[src/rtl/wb_core_bus_arbiter.sv]
// Two-master Wishbone arbiter sharing the core bus between instruction (m0) and data (m1) masters.
// Optional stall watchdog enabled by defining WB_ARB_TIMEOUT_EN.
module wb_core_bus_arbiter #(
  parameter int PRIORITY_MODE  = 1,
  parameter int ADDR_WIDTH     = 32,
  parameter int DATA_WIDTH     = 32,
  parameter int TIMEOUT_CYCLES = 1024
) (
  input  logic                    sys_clk,
  input  logic                    rst_n,
  input  logic                    m0_cyc_i,
  input  logic                    m0_stb_i,
  input  logic                    m0_we_i,
  input  logic [DATA_WIDTH/8-1:0] m0_wstrb_i,
  input  logic [ADDR_WIDTH-1:0]   m0_addr_i,
  input  logic [DATA_WIDTH-1:0]   m0_data_i,
  output logic [DATA_WIDTH-1:0]   m0_data_o,
  output logic                    m0_ack_o,
  output logic                    m0_err_o,
  input  logic                    m1_cyc_i,
  input  logic                    m1_stb_i,
  input  logic                    m1_we_i,
  input  logic [DATA_WIDTH/8-1:0] m1_wstrb_i,
  input  logic [ADDR_WIDTH-1:0]   m1_addr_i,
  input  logic [DATA_WIDTH-1:0]   m1_data_i,
  output logic [DATA_WIDTH-1:0]   m1_data_o,
  output logic                    m1_ack_o,
  output logic                    m1_err_o,
  output logic                    core_cyc_o,
  output logic                    core_stb_o,
  output logic                    core_we_o,
  output logic [DATA_WIDTH/8-1:0] core_wstrb_o,
  output logic [ADDR_WIDTH-1:0]   core_addr_o,
  output logic [DATA_WIDTH-1:0]   core_data_o,
  input  logic [DATA_WIDTH-1:0]   core_data_i,
  input  logic                    core_ack_i,
  output logic [1:0]              grant_o
);

  typedef enum logic [1:0] {IDLE, OWN_M0, OWN_M1} state_t;

  if (TIMEOUT_CYCLES < 2 || TIMEOUT_CYCLES > 65535) begin : g_bad_timeout
    $error("wb_core_bus_arbiter: TIMEOUT_CYCLES must be in 2..65535");
  end

  state_t state, state_nxt;
  logic   last_winner, last_winner_nxt;  // 0 = m0, 1 = m1
  logic   req0, req1, timeout;

  function automatic state_t arb(input logic r0, input logic r1, input logic lw);
    if (r0 && r1) begin
      if (PRIORITY_MODE == 0) return OWN_M1;
      return lw ? OWN_M0 : OWN_M1;
    end
    if (r0) return OWN_M0;
    if (r1) return OWN_M1;
    return IDLE;
  endfunction

  always_ff @(posedge sys_clk or negedge rst_n) begin
    if (!rst_n) begin
      state       <= IDLE;
      last_winner <= 1'b1;
    end else begin
      state       <= state_nxt;
      last_winner <= last_winner_nxt;
    end
  end

  // Release re-arbitrates in the same cycle so a waiting master gets the bus without a dead cycle.
  always_comb begin
    state_nxt       = state;
    last_winner_nxt = last_winner;
    unique case (state)
      IDLE:    state_nxt = arb(req0, req1, last_winner);
      OWN_M0:  if (!m0_cyc_i) state_nxt = arb(req0, req1, last_winner);
               else if (timeout) state_nxt = IDLE;
      OWN_M1:  if (!m1_cyc_i) state_nxt = arb(req0, req1, last_winner);
               else if (timeout) state_nxt = IDLE;
      default: state_nxt = IDLE;
    endcase
    if (state_nxt == OWN_M0 && state != OWN_M0) last_winner_nxt = 1'b0;
    if (state_nxt == OWN_M1 && state != OWN_M1) last_winner_nxt = 1'b1;
  end

  always_comb begin
    core_cyc_o   = 1'b0;
    core_stb_o   = 1'b0;
    core_we_o    = 1'b0;
    core_wstrb_o = '0;
    core_addr_o  = '0;
    core_data_o  = '0;
    m0_ack_o     = 1'b0;
    m1_ack_o     = 1'b0;
    m0_data_o    = core_data_i;
    m1_data_o    = core_data_i;
    unique case (state)
      OWN_M0: begin
        core_cyc_o   = m0_cyc_i;
        core_stb_o   = m0_stb_i;
        core_we_o    = m0_we_i;
        core_wstrb_o = m0_wstrb_i;
        core_addr_o  = m0_addr_i;
        core_data_o  = m0_data_i;
        m0_ack_o     = core_ack_i & m0_cyc_i;  // drop acks that land after release
      end
      OWN_M1: begin
        core_cyc_o   = m1_cyc_i;
        core_stb_o   = m1_stb_i;
        core_we_o    = m1_we_i;
        core_wstrb_o = m1_wstrb_i;
        core_addr_o  = m1_addr_i;
        core_data_o  = m1_data_i;
        m1_ack_o     = core_ack_i & m1_cyc_i;
      end
      default: ;
    endcase
  end

  assign grant_o = {state == OWN_M1, state == OWN_M0};

`ifdef WB_ARB_TIMEOUT_EN
  logic [15:0] to_cnt;
  logic        owner_cyc, stall, blk0, blk1;

  assign owner_cyc = (state == OWN_M0 && m0_cyc_i) || (state == OWN_M1 && m1_cyc_i);
  assign stall     = owner_cyc & core_stb_o & ~core_ack_i;
  assign timeout   = stall && (to_cnt == 16'(TIMEOUT_CYCLES - 1));
  assign m0_err_o  = timeout && (state == OWN_M0);
  assign m1_err_o  = timeout && (state == OWN_M1);
  // A timed-out master is locked out until it drops cyc.
  assign req0      = m0_cyc_i & ~blk0;
  assign req1      = m1_cyc_i & ~blk1;

  always_ff @(posedge sys_clk or negedge rst_n) begin
    if (!rst_n) begin
      to_cnt <= '0;
      blk0   <= 1'b0;
      blk1   <= 1'b0;
    end else begin
      if (state_nxt != state || !owner_cyc || core_ack_i) to_cnt <= '0;
      else if (stall) to_cnt <= to_cnt + 16'd1;
      blk0 <= (blk0 | m0_err_o) & m0_cyc_i;
      blk1 <= (blk1 | m1_err_o) & m1_cyc_i;
    end
  end
`else
  assign timeout  = 1'b0;
  assign m0_err_o = 1'b0;
  assign m1_err_o = 1'b0;
  assign req0     = m0_cyc_i;
  assign req1     = m1_cyc_i;
`endif

endmodule

[config.mk]
export PLATFORM = sky130hd
export DESIGN_NAME = wb_core_bus_arbiter
export DESIGN_NICKNAME = d
export VERILOG_FILES = /design/src/rtl/wb_core_bus_arbiter.sv
export SDC_FILE = /design/constraint.sdc
export NUM_CORES = 1
export LEC_CHECK = 0
export ABC_AREA = 1
export BUFFER_PORTS_ARGS = -buffer_cell sky130_fd_sc_hd__buf_2
export CORE_AREA = 2 2 124 126
export CTS_BUF_LIST = sky130_fd_sc_hd__clkbuf_4
export CTS_CLUSTER_DIAMETER = 80
export DETAILED_ROUTE_END_ITERATION = 12
export DIE_AREA = 0 0 126 128
export SLEW_MARGIN = 30
export SYNTH_ARGS = -nofsm -noshare
export SYNTH_HDL_FRONTEND = slang
export SYNTH_SLANG_ARGS = --single-unit
[constraint.sdc]
create_clock -name sys_clk -period 1.7 [get_ports sys_clk]
set_input_delay 0.085 -clock sys_clk [delete_from_list [all_inputs] [get_ports sys_clk]]
set_output_delay 0.085 -clock sys_clk [all_outputs]
set_load 0.03 [all_outputs]
After elaboration in Yosys (flattened, before gate mapping)
Index checks and enable logic that the tools add are counted.

word-level totals
  word-level logic and storage cells = 69
  output and inout port bits = 141
  input bits = 177
  flip-flop bits (word level) = 3

operators by class
  bitwise operators = 2
  reductions and logical operators = 5
  eq/ne operators = 6
  mux-type cells = 54

operators with widths
  cell                                                                    number
  32-bit case mux with 2 select lines                                     2
  2-bit 2-to-1 mux                                                        16
  1-bit 2-to-1 mux                                                        31
  4-bit case mux with 2 select lines                                      1
  1-bit case mux with 2 select lines                                      3
  2-bit case mux with 3 select lines                                      1
  2-bit by 1-bit equality test with 1-bit output (second input constant)  2
  2-bit equality test (second input constant)                             2
  1-bit logical AND                                                       3
  1-bit AND                                                               2
  2-bit zero test                                                         1
  2-bit by 1-bit != test with 1-bit output (second input constant)        1
  2-bit != test (second input constant)                                   1
  2-bit nonzero test                                                      1

Longest topological paths before layout
  depth in word-level cells = 20
  mapped depth = 11
  depth with buffers taken out = 10

Least setup slack after synthesis
Ideal clock, no wire load.

  path kind = flip-flop to output port
  start point = register state[1]
  end point = output core_data_o[19]
  data arrival time = 1.871 ns
  buffers on the path = 2
  data required time = 1.615 ns
  slack = -0.256 ns
  cell stages (with the launch flop) = 7
  cell sequence = dfrtp_1 > inv_1 > ha_1 > buf_4 > clkbuf_1 > nand2_1 > a21oi_1

between the ends
  word-level cells in the longest chain between the ends = 2
  elaborated cells between the ends (all ways) = 3
  those cells by class = 2 x eq/ne; 1 x mux

ends and longest elaborated chain
  item                                            line  source
  from (decl)                                     46    state_t state, state_nxt;
  from (signal assigned)                          65    state <= state_nxt;
  2-bit by 1-bit equality test with 1-bit output  n/a
  net grant_o[0]                                  37    output logic [1:0] grant_o
  32-bit case mux with 2 select lines             97    unique case (state)
  to (decl)                                       34    output logic [DATA_WIDTH-1:0] core_data_o,

The timed path passes the listed nets, and every way through them passes these cells.

Worst setup path after layout
  start point = register state[1]
  end point = output core_wstrb_o[1]

between the ends
  word-level cells in the longest chain between the ends = 2
  elaborated cells between the ends (all ways) = 3
  those cells by class = 2 x eq/ne; 1 x mux

ends and longest elaborated chain
  item                                                                                          line  source
  2-bit equality test / 2-bit by 1-bit equality test with 1-bit output (equally long branches)  97
  4-bit case mux with 2 select lines *                                                          97
  to (decl)                                                                                     32    output logic [DATA_WIDTH/8-1:0] core_wstrb_o,

Mark *: on every way between the ends. The rest lies on a longest branch, timed or not.

==> reports/metrics.cfg <==
[grt]
grt_overflow=0
first_global_vias=2592
antenna_found_initial=2
grt_usage=0.104
grt_max_degree=38
grt_pass1_wl_um=13300

[synthesis]
ys_seq_area_frac=0.0430
synth_seq_cells=3
synthesis.area_um2=1780
synth-warning-count=0
synthSimpleGateAreaFrac=0.363
synth_top_area_cell=nand2_1
synthAdderAreaFrac=0.0282
avgSynthCellArea_um2=5.16
synth_top_area_frac=0.326
synthTopCellsByArea=nand2_1, buf_4, a21oi_1, buf_2, dfrtp_1
synth_mux_area_frac=0
synth_top_family_by_area=simple AND/OR/NAND/NOR gates
synth-xor-area-share=0
synthCells=344
synth_compound_area_frac=0.205
yosysUniqueCellTypes=18

[timing]
finalCritPeriodShare=1.02
timing.fmax_mhz=575
finClkSkew_ps=1.36
setup_ws_ps=-39.7
final_hold_viol_count=0
period_needed_ps=1740
setup-tns-final_ps=-67.3
setup_violations=8
drv_slew=0
rsz0062_at_grt=true

[clock_network]
clkLatencyLatePin_ps=230
cts_buffers=3
cts_tree=built
cts_sinks=3
clk_pin_slew_ps=40
htree_levels=1
clock_path_buffers=2
root_buffer=clkbuf_4

[power_and_ir_drop]
finalPower_mw=7.94
p_int_mw=3.70
seqPwrFrac=0.019
power.switching_mw=4.24
switching_share=0.534
power_leakage_nw=1.75
powerDensity_nw_per_um2=2030
ir_worst_vdd_v=0.000793
combPwrFrac=0.963
p_clk_frac=0.017

[detailed_routing]
routedWlPerCell_um=13.5
drcViolationCount=0
via_per_inst=3.92
first_iter_violations=88
dr.pass1.iters=4
vias=2777
antenna_left=0
postRouteWirelength_um=9560

[setup_path]
criticalPathCategory=flop to output pin
crit_path_start_kind=flop
worstPathRequired_ps=1620
path_max_fanout=15
critical_path.endpoint_type=output pin
cp_data_arrival_time_ps=1650

[cells_and_area]
n_antenna_cell=0
multi_input_area_um2=1470
seqCellArea_um2=77.6
drive_above_1_share=0.677
nets=702
syn2layout_area_growth_pct=121
fillerInstances=1623

[placement]
globalplace.congestion=0.733
portBuffers=219
dp_slack_ps=53.6
hpwl_um=6490

[die]
die_y_um=128
dieArea_um2=16100
coreArea_um2=14900
start_util=0.119
fp-row-count=45
io_pins=318
die_w_um=126

[outcome]
violations=setup timing
status=finished, violations left

[run]
cap_violations=0

[min_path]
min_path_type=input port to output pin

Yosys cell counts, drive strengths merged:
cell type,n
ha,4
buf,79
nand2,157
nand3,2
nand3b,1
inv,9
dfrtp,2
nor2,5
conb,1
or2,1
dfstp,1
a21oi,72
clkbuf,10
state kept, by name (all words and copies together) (netlist names):
name         cells
last_winner      1
state            2
layout by cell type, fill, tap and decap left out, types with 2 or more instances in the layout:
cell,Yosys,layout
buf_2,11,147
buf_6,0,63
ha_4,0,3
nand2_1,154,147
bufbuf_16,0,3
buf_4,68,35
a21oi_2,1,55
nor2_1,5,5
inv_2,3,4
nand2_2,3,10
conb_1,1,2
buf_16,0,3
a21oi_1,71,4
clkbuf_4,0,4
a21oi_4,0,13
buf_12,0,7
inv_1,6,4
power by group through the flow:
stage | logic [mW] | registers [mW] | clock network [mW]
detailed placement | 5.33 | 0.155 | 0
global route | 8.12 | 0.156 | 0.151
CTS | 7.25 | 0.151 | 0.148
floorplan | 3.84 | 0.143 | 0
global placement | 5.30 | 0.153 | 0
finish | 7.65 | 0.151 | 0.139
area by class of cell:
class,instances,share of cell area
inverter,9,0.0105
sequential,3,0.0198
multi-input combinational,244,0.375
clock buffer,4,0.00767
tap,188,0.0600
timing repair buffer,260,0.527
cell families after synthesis:
kind of cell,Yosys count
AOI/OAI and AO/OA,72
adders and majority gates,4
buffers and inverters,98
and+or+nand+nor,166
other,1
DFF,3
per-stage QoR:
stage | hold WS, ps | area [um^2] | utilization | instances
6_report | 170 | 3920 | 0.264 | 708
5_1_grt | 170 | 3920 | 0.264 | 708
4_1_cts | 166 | 3660 | 0.246 | 707
3_5_place_dp | -115 | 3040 | 0.205 | 682
3_3_place_gp | -116 | 3040 | 0.205 | 682
2_1_floorplan | -211 | 2090 | - | 345
critical path: stages, from the launching register on:
cell       delay (ps)
dfrtp_1           390
inv_2             110
ha_4              210
bufbuf_16         300
nand2_1            60
a21oi_1           160
buf_4             180
per-layer routing:
metal	GRT usage	vias up	wire length [um]
li1	-	1366	-
met1	0.110	1222	3410
met2	0.194	148	4860
met3	0.0275	39	902
met4	0.0452	2	367
met5	0	-	13
path summary, 6_finish.rpt:
kind,depth (start not counted),startpoint,end,slack (ps)
max,6,state[1],core_wstrb_o[1],-40
min in group asynchronous,2,rst_n,state[1],180
max reg2reg,10,state[0],last_winner,40
max in group asynchronous,2,rst_n,last_winner,1320
min reg2reg,2,last_winner,last_winner,470
min,0,core_data_i[1],m1_data_o[1],170
what timing repair did:
item                                   CTS  global route
pin swaps                                2             8
setup endpoints to repair               71            73
resized for setup                       94            72
setup buffers                           14             0
cloned                                   6             1
hold buffers                             1             0
endpoints found under the hold margin    3             0
No activity file was read; power rests on OpenSTA's default activity.
